==> src/rtl/mac_neuron.sv <==
// Streaming multiply-accumulate neuron: dot product of act/weight beats + bias, requantized to WIDTH bits.
// Latency: result valid 1 cycle after the accepted last beat.
// Backpressure: input stalls (in_ready=0) while a result waits; result holds until out_ready.
module mac_neuron #(
  parameter int WIDTH     = 8,
  parameter int ACC_WIDTH = 32,
  parameter int SHIFT     = 4
) (
  input  logic                        clk,
  input  logic                        rst,
  input  logic                        in_valid,
  output logic                        in_ready,
  input  logic signed [WIDTH-1:0]     in_act,
  input  logic signed [WIDTH-1:0]     in_weight,
  input  logic                        in_last,
  input  logic signed [ACC_WIDTH-1:0] bias,
  output logic                        out_valid,
  input  logic                        out_ready,
  output logic signed [WIDTH-1:0]     out
);

  // Final sum carries two guard bits so acc + product + bias never wraps.
  localparam int SW = ACC_WIDTH + 2;
  // Half of one output LSB; zero when SHIFT is 0, which disables rounding.
  localparam logic signed [SW-1:0] ROUND   = SW'((2 ** SHIFT) / 2);
  localparam logic signed [SW-1:0] OUT_MAX = SW'(2 ** (WIDTH - 1) - 1);
  localparam logic signed [SW-1:0] OUT_MIN = ~OUT_MAX;

  typedef enum logic {ACCUM = 1'b0, OUTPUT = 1'b1} state_t;

  state_t                      state, state_next;
  logic signed [ACC_WIDTH-1:0] acc;
  logic signed [2*WIDTH-1:0]   prod;
  logic signed [SW-1:0]        sum;
  logic signed [SW-1:0]        rounded;
  logic signed [SW-1:0]        shifted;
  logic signed [WIDTH-1:0]     sat;
  logic                        accept;

  // Full-precision product, final sum with bias, rounding, shift and saturation.
  always_comb begin
    prod    = in_act * in_weight;
    sum     = SW'(acc) + SW'(prod) + SW'(bias);
    rounded = sum + ROUND;
    shifted = rounded >>> SHIFT;
    if (shifted > OUT_MAX) begin
      sat = {1'b0, {(WIDTH-1){1'b1}}};
    end else if (shifted < OUT_MIN) begin
      sat = {1'b1, {(WIDTH-1){1'b0}}};
    end else begin
      sat = shifted[WIDTH-1:0];
    end
  end

  // State register; reset wins over any handshake.
  always_ff @(posedge clk) begin
    if (rst) begin
      state <= ACCUM;
    end else begin
      state <= state_next;
    end
  end

  // Next state and handshake outputs; ACCUM takes beats, OUTPUT presents a result.
  always_comb begin
    state_next = state;
    in_ready   = 1'b0;
    out_valid  = 1'b0;
    case (state)
      ACCUM: begin
        in_ready = !rst;
        if (in_valid && in_last) begin
          state_next = OUTPUT;
        end
      end
      OUTPUT: begin
        out_valid = 1'b1;
        if (out_ready) begin
          state_next = ACCUM;
        end
      end
      default: state_next = ACCUM;
    endcase
  end

  assign accept = in_valid && in_ready;

  // Accumulator and result register; out only moves on a new result or reset.
  always_ff @(posedge clk) begin
    if (rst) begin
      acc <= '0;
      out <= '0;
    end else if (accept) begin
      if (in_last) begin
        out <= sat;
        acc <= '0;
      end else begin
        acc <= acc + ACC_WIDTH'(prod);
      end
    end
  end

endmodule

==> config.mk <==
export PLATFORM = sky130hd
export DESIGN_NAME = mac_neuron
export DESIGN_NICKNAME = d
export VERILOG_FILES = /design/src/rtl/mac_neuron.sv
export SDC_FILE = /design/constraint.sdc
export NUM_CORES = 1
export LEC_CHECK = 0
export BUFFER_PORTS_ARGS = -buffer_cell sky130_fd_sc_hd__buf_2
export CAP_MARGIN = 20
export CORE_ASPECT_RATIO = 0.9
export CORE_MARGIN = 2
export CORE_UTILIZATION = 55
export DETAILED_ROUTE_END_ITERATION = 8
export GPL_ROUTABILITY_DRIVEN = 0
export PLACE_DENSITY_LB_ADDON = 0.12
export REMOVE_ABC_BUFFERS = 1
export SKIP_LAST_GASP = 1
export SYNTH_ARGS = -nofsm -noshare
export SYNTH_HDL_FRONTEND = slang
export SYNTH_SLANG_ARGS = --single-unit
==> constraint.sdc <==
create_clock -name clk -period 11.1 [get_ports clk]
set_input_delay 0.555 -clock clk [delete_from_list [all_inputs] [get_ports clk]]
set_output_delay 0.555 -clock clk [all_outputs]
set_load 0.02 [all_outputs]
Word level (Yosys, flattened, before mapping)
Index checks and enable logic that the tools add are counted.
{"block": "classes", "add_sub_neg": 4, "multipliers": 1, "magnitude_cmp": 2, "mux": 8, "bitwise": 1, "reduce_logical": 4}
{"op": "$add 33x32->34", "n": 1}
{"op": "$add 34x5->34 const B", "n": 1}
{"op": "$add 32x16->33", "n": 1}
{"op": "$add 32x16->32", "n": 1}
{"op": "$mux 32", "n": 1}
{"op": "$gt 30x8->1 const B", "n": 1}
{"op": "$lt 30x8->1 const B", "n": 1}
{"op": "$mul 8x8->16", "n": 1}
{"op": "$mux 8", "n": 2}
{"op": "$mux 1", "n": 4}
{"op": "$logic_and 1x1->1", "n": 2}
{"op": "$pmux 1 s2", "n": 1}
{"op": "$reduce_and 2->1", "n": 1}
{"op": "$logic_not 1->1", "n": 1}
{"op": "$not 1->1", "n": 1}
{"block": "totals", "register_bits": 41, "input_bits": 53, "output_inout_bits": 10, "wordCells": 23}

Logic depth before layout (Yosys ltp)
Gate-level depths: netlist (run 1).
{"block": "logic_depth", "word_depth": 7, "ltp_mapped": 34, "mapped_depth_nobuf": 30}

Worst setup path after synthesis (run 1)
OpenSTA, ideal clock, no wires.
{"block": "synth_path", "kind": "input to register", "startpoint": "in in_act[7]", "endpoint": "reg out[3]", "t_arrival_ns": 8.660, "setup_slack_ns": 2.306, "cell_stages": 33, "cell_sequence": "and2_1 fa_1 inv_1 fa_1 inv_1 fa_1 inv_1 fa_1 inv_1 ha_1 nand4_1 a31oi_1 a31oi_1 a21oi_1 xnor2_1 clkbuf_1 clkbuf_1 buf_2 buf_1 xnor2_1 ha_1 ha_1 clkbuf_1 a21oi_1 o21ai_1 a221oi_1 o31ai_2 o2111ai_1 nand3_1 or4_1 or4_1 nand2_2 a211oi_1"}
{"block": "synth_between", "elab_chain_cells": 7, "word_cells_on_any_way": 8, "cone_classes": "add/sub (3); mul (1); order compare (2); mux (2)"}
{"item": "from (decl)", "line_no": "13", "text": "input logic signed [WIDTH-1:0] in_act,"}
{"item": "$mul 8x8->16 (*)", "line_no": "42", "text": "prod = in_act * in_weight;"}
{"item": "$add 32x16->33 (*)", "line_no": "43", "text": "sum = SW'(acc) + SW'(prod) + SW'(bias);"}
{"item": "$add 33x32->34 (*)", "line_no": "43"}
{"item": "$add 34x5->34 (*)", "line_no": "44", "text": "rounded = sum + ROUND;"}
{"item": "$lt 30x8->1", "line_no": "48", "text": "end else if (shifted < OUT_MIN) begin"}
{"item": "$mux 8", "line_no": "48"}
{"item": "$mux 8 (*)", "line_no": "46", "text": "if (shifted > OUT_MAX) begin"}
{"item": "to (signal assigned)", "line_no": "95", "text": "out <= sat;"}
{"item": "to (decl)", "line_no": "19", "text": "output logic signed [WIDTH-1:0] out"}
Every way passes the cells marked *; elsewhere a longest branch is shown, timed or not.
A chain may end at the register's enable or synchronous reset.

Worst setup path in the final report (run 1)
Same ends and word-level chain as after synthesis.

==> reports/qor.csv, run 1 <==
stage;metric;value;unit
clock_network;cts_max_path_buffers;2;
worst_setup_path;r2r-end;out[3];
global_route;grt.busiest_layer;met2;
die;start_util;0.560;
hold_path;holdPathStages;2;
die;ios;63;
hold_path;whs_endpoint;state;
synth;yosys.cell_types.count;84;
synth;ys_warn_count;0;
synth;ys_seq_area_frac;0.0915;
finish;n_antenna_cell;0;
worst_setup_path;reg2reg_setup_slack;6.36;ns
clock_network;clk_latency;0.31;ns
finish;fin_area;9570;um^2
global_route;grtUsageMet2;0.426;
synth;synth_top_cell_by_area;ha_1;
die;die_h;125;um
finish;fillers;1554;
global_route;overflow;0;
synth;synth_area;8970;um^2
clock_network;numCtsBuffers;5;
global_route;antenna_found_initial;0;
clock_network;cts_resized;0;
detailed_routing;drt-wirelength-per-cell;15.9;um
synth;synth_flop_cell;dfxtp_1;
sta;slew_violations;0;
worst_setup_path;setup.worst_path.end_class;flop;
placement;dp.cells;1370;
worst_setup_path;arrival;9.17;ns
detailed_routing;antenna_left;0;
finish;area_delta_synth_final;6.75;%
synth;avgSynthCellArea;7.92;um^2
sta;tns;0;ns
synth;synth_top_area_frac;0.170;
finish;layout-drive-gt1-share;0.0880;
synth;synth_top_family_by_area;adder cells;
global_route;grt_start_max_net_pins;39;
clock_network;root_buffer;clkbuf_16;
synth;muxShareOfSynthArea;0.00809;
worst_setup_path;rr_worst_depth;14;
sta;post-route-period-util;0.811;
sta;timing.hold.ws;0.447;ns
global_route;grt_usage;0.254;
placement;dp_hpwl;17800;um
outcome;status;finished clean;
clock_network;numClockSinks;41;
synth;synthXorXnorAreaFrac;0.0604;
synth;synth_fa_ha_area_frac;0.325;
worst_setup_path;cp-start-kind;primary input;
die;die_x;139;um
detailed_routing;vias;8125;
placement;place_area;9440;um^2
flow_run;max_cap_violations;0;
die;rows;44;
sta;rsz0062_at_grt;false;
clock_network;post_cts_buffers;0;
sta;fin_skew;0.00743;ns
worst_setup_path;critPathKind;in2reg;
sta;setup_violations;0;
worst_setup_path;crit_path_top_delay_cell;fa_1;
worst_setup_path;slowest_delay;0.59;ns
synth;synth_edf_count;0;
sta;relSlewSlack;0.465;
global_route;use_met1;0.347;
detailed_routing;firstDrtPassIters;5;
worst_setup_path;worstPathRequired;11.26;ns
worst_setup_path;path_max_fanout;38;
global_route;grt_pass1_vias;7636;
worst_setup_path;r2r_start;acc[14];
global_route;grt_pass1_wl;36700;um
synth;ys_ff_latch;41;
clock_network;tritoncts;done;
detailed_routing;drc;0;
clock_network;cts-hold-fix-buffers;0;
sta;min_period;9.01;ns
detailed_routing;drt_wl_total;21900;um
sta;hold_viol;0;
die;fp.dieArea;17300;um^2
finish;nNetsFinal;1414;
die;core-area;16000;um^2
hold_path;min_path_type;in2reg;
global_route;grt_use_met3;0.0410;
detailed_routing;vias_per_cell;5.90;
synth;synth_simple_gate_area_frac;0.218;
clock_network;clk_pin_slew_worst_paths;0.07;ns
placement;io_buffers;62;
synth;synth.area.top_cells;ha_1 17%, fa_1 15%, dfxtp_1 9.2%;
detailed_routing;drt_iter0_drc;608;
hold_path;hp-start;out_ready;
clock_network;cts_max_level;2;
sta;fmax;111;MHz
synth;syn_inst;1132;
finish;fin_cells;1378;
synth;synth_compound_area_frac;0.216;
sta;tightest_slew;0.800;ns
synth;async_flop_share;0;
critical path, delay by kind of cell:
family,cells,cell delay (ns)
fa+ha+maj,7,3.23
compound gates,10,2.53
simple gates,6,1.45
buf+inv,7,1.23
xor+xnor,1,0.14
layer usage:
| layer | routed length, um | share of wire |
|---|---|---|
| met1 | 10400 | 0.48 |
| met2 | 10100 | 0.46 |
| met3 | 1110 | 0.051 |
| met4 | 254 | 0.012 |
| met5 | 0 | 0 |
cells in the mapped netlist (all sizes together) (6+ instances only):
cell	count
inv	154
ha	122
nor2	83
fa	69
nand2	66
and2	53
a21oi	52
xnor2	49
nand3	44
dfxtp	41
o21ai	39
a21o	32
clkbuf	29
nor3	25
a211oi	24
or3	20
a31oi	19
nor2b	15
nand4	13
o21a	13
a22oi	12
xor2	12
and3	11
o211ai	10
nor4	8
o2111ai	8
nand2b	7
o21bai	7
a221oi	6
or2	6
or4	6
worst max path at each step:
stage | from | endpoint | slack (ns) | cells past startpoint
2_1_floorplan | in_act[7] | out[0] | 0.84 | 29
3_3_place_gp | in_act[7] | out[2] | 2.03 | 31
3_5_place_dp | in_act[7] | out[3] | 1.90 | 31
4_1_cts | in_act[7] | out[3] | 2.21 | 31
5_1_grt | in_act[7] | out[0] | 1.49 | 31
6_report | in_act[7] | out[3] | 2.09 | 31
layout by cell type (no fill, tap or decap), types with 22 or more instances in the layout:
master / synthesis / final
a21oi_1: 48 / 48
nand2_1: 65 / 65
ha_1: 122 / 122
xnor2_1: 48 / 47
inv_1: 153 / 153
buf_2: 2 / 62
and2_1: 52 / 52
dfxtp_1: 41 / 41
a21o_1: 32 / 32
o21ai_0: 27 / 27
fa_1: 69 / 69
nand3_1: 44 / 44
nor3_1: 24 / 24
a211oi_1: 22 / 22
nor2_1: 83 / 83
per-stage QoR:
stage / utilization / setup slack, ns
after floorplan: - / 0.844
after global placement: 0.589 / 2.03
after detailed placement: 0.589 / 1.90
after CTS: 0.598 / 2.21
after global routing: 0.598 / 1.49
final: 0.598 / 2.09
cell families after synthesis:
kind of cell | after synthesis
adders and majority gates | 192
xor gates and xnor gates | 61
muxes | 7
DFF | 41
AOI/OAI and AO/OA | 267
and+or+nand+nor | 374
buffers and inverters | 190
registers in the layout (all words and copies together) (netlist names):
register and cells:
acc 32, out 8, state 1
layout make-up:
class | count | area, um^2 | area share
Timing Repair Buffer | 66 | 340 | 0.0355
Clock buffer | 6 | 129 | 0.0135
Multi-Input combinational cell | 901 | 7430 | 0.776
Sequential cell | 41 | 821 | 0.0857
Inverter | 155 | 582 | 0.0608
Clock inverter | 2 | 10.0 | 0.00105
Tap cell | 207 | 259 | 0.0271
Power of run 1 is not shown: default switching activity piles up to over one toggle a cycle in this logic, so the estimate is an artifact.
==> run 2: changes to the inputs <==
==> constraint.sdc (replaced) <==
create_clock -name clk -period 9 [get_ports clk]
set_input_delay 0.45 -clock clk [delete_from_list [all_inputs] [get_ports clk]]
set_output_delay 0.45 -clock clk [all_outputs]
set_load 0.02 [all_outputs]
==> run 2 against run 1 <==
Clock skew up 0.0016 ns; flip-flop and latch count stayed put; non-clock buffer count grew 4; final cell count increased by 0.29%; critical path type unchanged; highest routed layer unchanged.
==> reports/qor.csv, run 2 (synthesis results as in run 1) <==
stage;metric;value;unit;change
outcome;status;finished clean;;unchanged
worst_setup_path;setup.worst_path.end_class;flop;;unchanged
finish;final_cell_mix;153 x inv_1, 122 x ha_1, 83 x nor2_1;;unchanged
clock_network;numClockSinks;41;;unchanged
sta;slew_violations;0;;unchanged
clock_network;tritoncts;done;;unchanged
detailed_routing;firstDrtPassIters;5;;unchanged
sta;fmax;121;MHz;
sta;tns;0;ns;unchanged
finish;area_delta_synth_final;7.09;%;was 6.75%
global_route;antenna_found_initial;0;;unchanged
sta;timing.hold.ws;0.357;ns;was 0.447 ns
global_route;grt_start_max_net_pins;39;;unchanged
worst_setup_path;crit_family;adder cells;;unchanged
worst_setup_path;crit_path_top_delay_cell;fa_1;;unchanged
clock_network;root_buffer;clkbuf_16;;unchanged
worst_setup_path;slowest_delay;0.62;ns;was 0.59 ns
die;rows;44;;unchanged
finish;multi_input_area;7430;um^2;unchanged
detailed_routing;drt_iter0_drc;566;;was 608
finish;layout-drive-gt1-share;0.0911;;was 0.0880
sta;setup_ws;0.769;ns;was 2.09 ns
clock_network;cts_max_level;2;;unchanged
placement;io_buffers;62;;unchanged
clock_network;cts-hold-fix-buffers;0;;unchanged
clock_network;clk_latency;0.30;ns;was 0.31 ns
detailed_routing;antenna_left;0;;unchanged
global_route;grt_pass1_vias;7791;;was 7636
worst_setup_path;path_max_fanout;19;;was 38
finish;final_common_cell;inv_1;;unchanged
hold_path;min_path_type;in2reg;;unchanged
sta;rsz0062_at_grt;false;;unchanged
flow_run;max_cap_violations;0;;unchanged
worst_setup_path;critPathKind;in2reg;;unchanged
finish;largest-register;acc;;unchanged
finish;nNetsFinal;1418;;was 1414
global_route;overflow;0;;unchanged
finish;n_antenna_cell;0;;unchanged
die;ios;63;;unchanged
placement;dp_hpwl;17900;um;was 17800 um
detailed_routing;drt-wirelength-per-cell;15.8;um;was 15.9 um
placement;pre_cts_ws;0.471;ns;was 1.90 ns
global_route;grt_usage;0.257;;was 0.254
sta;min_period;8.23;ns;
finish;top_regs;acc (32), out (8), state (1);;unchanged
detailed_routing;drt_wl_total;21900;um;about the same
worst_setup_path;worstPathRequired;9.16;ns;was 11.26 ns
worst_setup_path;cp.buffers_inverters;6;;was 7
finish;seqCellArea;821;um^2;unchanged
finish;largest_reg_flops;32;;unchanged
die;start_util;0.560;;unchanged
clock_network;cts_resized;0;;unchanged
clock_network;clk_pin_slew_worst_paths;0.06;ns;was 0.07 ns
sta;relSlewSlack;0.452;;was 0.465
die;die_x;139;um;unchanged
clock_network;post_cts_buffers;0;;unchanged
clock_network;cts_max_path_buffers;2;;unchanged
clock_network;numCtsBuffers;5;;unchanged
worst_setup_path;arrival;8.39;ns;was 9.17 ns
die;fp.dieArea;17300;um^2;unchanged
sta;tightest_slew;0.819;ns;was 0.800 ns
die;core-area;16000;um^2;unchanged
worst_setup_path;cp-start-kind;primary input;;unchanged
sta;fin_skew;0.00903;ns;was 0.00743 ns
sta;hold_viol;0;;unchanged
detailed_routing;drc;0;;unchanged
detailed_routing;vias_per_cell;5.91;;was 5.90
finish;fillers;1487;;was 1554
sta;setup_violations;0;;unchanged
detailed_routing;vias;8170;;was 8125
die;die_h;125;um;unchanged
sta;post-route-period-util;0.915;;
global_route;grt_pass1_wl;37400;um;was 36700 um
-- run 2: cell types whose count changed in the layout (fill, tap and decap cells not counted), sizes merged --
cell / change
buf: +4
-- run 2: path summary, 6_finish.rpt --
check | from | to | slack (ns) | depth (start not counted)
setup / recovery | in_act[7] | out[5] | 0.77 | 30
hold / removal | out_ready | state | 0.36 | 2
setup reg to reg | acc[14] | out[5] | 4.25 | 14
hold reg to reg | state | state | 0.50 | 2
-- run 2: layout make-up --
type,count,share of cell area
Multi-Input combinational cell,901,0.774
Sequential cell,41,0.0855
Clock buffer,6,0.0134
Tap cell,207,0.0270
Timing Repair Buffer,70,0.0386
Clock inverter,2,0.00104
Inverter,155,0.0606
-- run 2: per-stage QoR --
step                instance area, um^2  instances  utilization
floorplan                          8830       1097            -
global placement                   9470       1374        0.591
detailed placement                 9470       1374        0.591
CTS                                9600       1382        0.600
global route                       9600       1382        0.600
finish                             9600       1382        0.600
-- run 2: metal layers --
metal	track usage	up-vias	routed length, um
li1	-	4073	-
met4	0.0624	0	358
met2	0.422	255	9950
met3	0.0406	35	1410
met5	0	-	0
met1	0.358	3807	10200
Power of run 2 is left out for the same reason.
==> run 3: changes to the inputs <==
--- a/config.mk
+++ b/config.mk
@@ -13,7 +13,6 @@
 export DETAILED_ROUTE_END_ITERATION = 8
 export GPL_ROUTABILITY_DRIVEN = 0
 export PLACE_DENSITY_LB_ADDON = 0.12
-export REMOVE_ABC_BUFFERS = 1
 export SKIP_LAST_GASP = 1
 export SYNTH_ARGS = -nofsm -noshare
 export SYNTH_HDL_FRONTEND = slang
==> run 3 against run 2 <==
Maximum frequency is 2.9% lower; setup slack worse by 0.25 ns; clock skew is 0.0037 ns higher; final cell count stayed put; critical path type unchanged; critical endpoint is now out[3].
==> reports/qor.csv, run 3 (synthesis results as in run 1) <==
stage;metric;value;unit;change
worst_setup_path;cp-start-kind;primary input;;unchanged
worst_setup_path;arrival;8.61;ns;was 8.39 ns
worst_setup_path;worstPathRequired;9.13;ns;was 9.16 ns
clock_network;cts_max_level;2;;unchanged
worst_setup_path;rr_worst_depth;14;;unchanged
detailed_routing;antenna_left;0;;unchanged
detailed_routing;drt_wl_total;22400;um;was 21900 um
die;start_util;0.560;;unchanged
detailed_routing;top_layer_used;met4;;unchanged
detailed_routing;drt-wirelength-per-cell;16.2;um;was 15.8 um
worst_setup_path;slowest_delay;0.61;ns;was 0.62 ns
detailed_routing;wl_met2;9850;um;was 9950 um
sta;setup_ws;0.521;ns;was 0.769 ns
sta;post-route-period-util;0.942;;was 0.915
clock_network;cts_max_path_buffers;2;;unchanged
global_route;grt_usage;0.260;;was 0.257
detailed_routing;vias_per_cell;5.90;;was 5.91
placement;place_area;9470;um^2;unchanged
worst_setup_path;critPathKind;in2reg;;unchanged
finish;area_delta_synth_final;7.46;%;was 7.09%
finish;layout-drive-gt1-share;0.0911;;unchanged
global_route;grt_start_max_net_pins;39;;unchanged
detailed_routing;route.met3.wl;1310;um;was 1410 um
clock_network;cts-hold-fix-buffers;0;;unchanged
clock_network;tritoncts;done;;unchanged
clock_network;root_buffer;clkbuf_16;;unchanged
sta;fin_skew;0.0128;ns;was 0.00903 ns
sta;slew_violations;0;;unchanged
sta;setup_violations;0;;unchanged
global_route;overflow;0;;unchanged
placement;pre_cts_ws;0.269;ns;was 0.471 ns
die;fp.dieArea;17300;um^2;unchanged
finish;fillers;1489;;was 1487
sta;rsz0062_at_grt;false;;unchanged
flow_run;max_cap_violations;0;;unchanged
placement;io_buffers;62;;unchanged
placement;dp_hpwl;18200;um;was 17900 um
finish;final_common_cell;inv_1;;unchanged
detailed_routing;drc;0;;unchanged
sta;relSlewSlack;0.400;;was 0.452
finish;largest_reg_flops;32;;unchanged
die;die_x;139;um;unchanged
finish;fin_area;9640;um^2;was 9600 um^2
sta;tns;0;ns;unchanged
finish;final_cell_mix;153 x inv_1, 122 x ha_1, 83 x nor2_1;;unchanged
finish;n_antenna_cell;0;;unchanged
detailed_routing;drt-met1-wl;11100;um;was 10200 um
global_route;antenna_found_initial;0;;unchanged
detailed_routing;drt_iter0_drc;544;;was 566
finish;top_regs;acc (32), out (8), state (1);;unchanged
worst_setup_path;path_max_fanout;37;;was 19
global_route;grt_pass1_wl;37500;um;was 37400 um
sta;timing.hold.ws;0.349;ns;was 0.357 ns
die;die_h;125;um;unchanged
clock_network;clk_pin_slew_worst_paths;0.06;ns;about the same
worst_setup_path;setup.worst_path.end_class;flop;;unchanged
sta;hold_viol;0;;unchanged
clock_network;numCtsBuffers;5;;unchanged
detailed_routing;vias;8148;;was 8170
finish;largest-register;acc;;unchanged
sta;tightest_slew;0.900;ns;was 0.819 ns
global_route;grt_pass1_vias;7637;;was 7791
clock_network;numClockSinks;41;;unchanged
clock_network;clk_latency;0.30;ns;about the same
clock_network;cts_resized;0;;unchanged
die;rows;44;;unchanged
sta;min_period;8.48;ns;was 8.23 ns
finish;nNetsFinal;1418;;unchanged
sta;fmax;118;MHz;was 121 MHz
hold_path;min_path_type;in2reg;;unchanged
die;ios;63;;unchanged
outcome;status;finished clean;;unchanged
worst_setup_path;crit_path_top_delay_cell;fa_1;;unchanged
detailed_routing;firstDrtPassIters;5;;unchanged
hold_path;holdPathStages;2;;unchanged
die;core-area;16000;um^2;unchanged
synth;syn_nets;1376;;
clock_network;post_cts_buffers;0;;unchanged
-- run 3: cell count changes in the layout (fill, tap and decap cells not counted) --
| cell | before | now |
|---|---|---|
| clkinv_2 | 2 | 0 |
| bufinv_16 | 0 | 1 |
| clkbuf_8 | 0 | 1 |
-- run 3: critical path, delay by kind of cell --
family,cells,cell delay (ns)
AOI/OAI and AO/OA,7,1.61
and+or+nand+nor,8,2.03
xor gates and xnor gates,2,0.29
adders and majority gates,7,3.32
buffers and inverters,6,0.88
-- run 3: routing by layer --
| metal | vias up | track usage |
|---|---|---|
| met1 | 3843 | 0.392 |
| met4 | 0 | 0.0348 |
| met3 | 12 | 0.0398 |
| li1 | 4068 | - |
| met5 | - | 0 |
| met2 | 225 | 0.404 |
-- run 3: worst paths after layout --
kind | startpoint | end | slack (ns)
hold / removal | out_ready | state | 0.35
setup reg to reg | acc[14] | out[3] | 4.20
setup / recovery | in_act[7] | out[3] | 0.52
hold reg to reg | out[7] | out[7] | 0.45
-- run 3: area by class of cell --
class	count	area (um^2)	share of cell area
flip-flops and latches	41	821	0.0852
clock inverters	1	30.0	0.00312
clock buffers	7	143	0.0148
well taps	207	259	0.0269
multi-input cells	901	7430	0.771
repair buffers	70	370	0.0384
inverters	155	582	0.0604
-- run 3: per-stage QoR --
| step | utilization | instances |
|---|---|---|
| 5_1_grt | 0.602 | 1382 |
| 3_5_place_dp | 0.591 | 1374 |
| 6_report | 0.602 | 1382 |
| 3_3_place_gp | 0.591 | 1374 |
| 2_1_floorplan | - | 1132 |
| 4_1_cts | 0.602 | 1382 |
Power of run 3 is left out for the same reason.
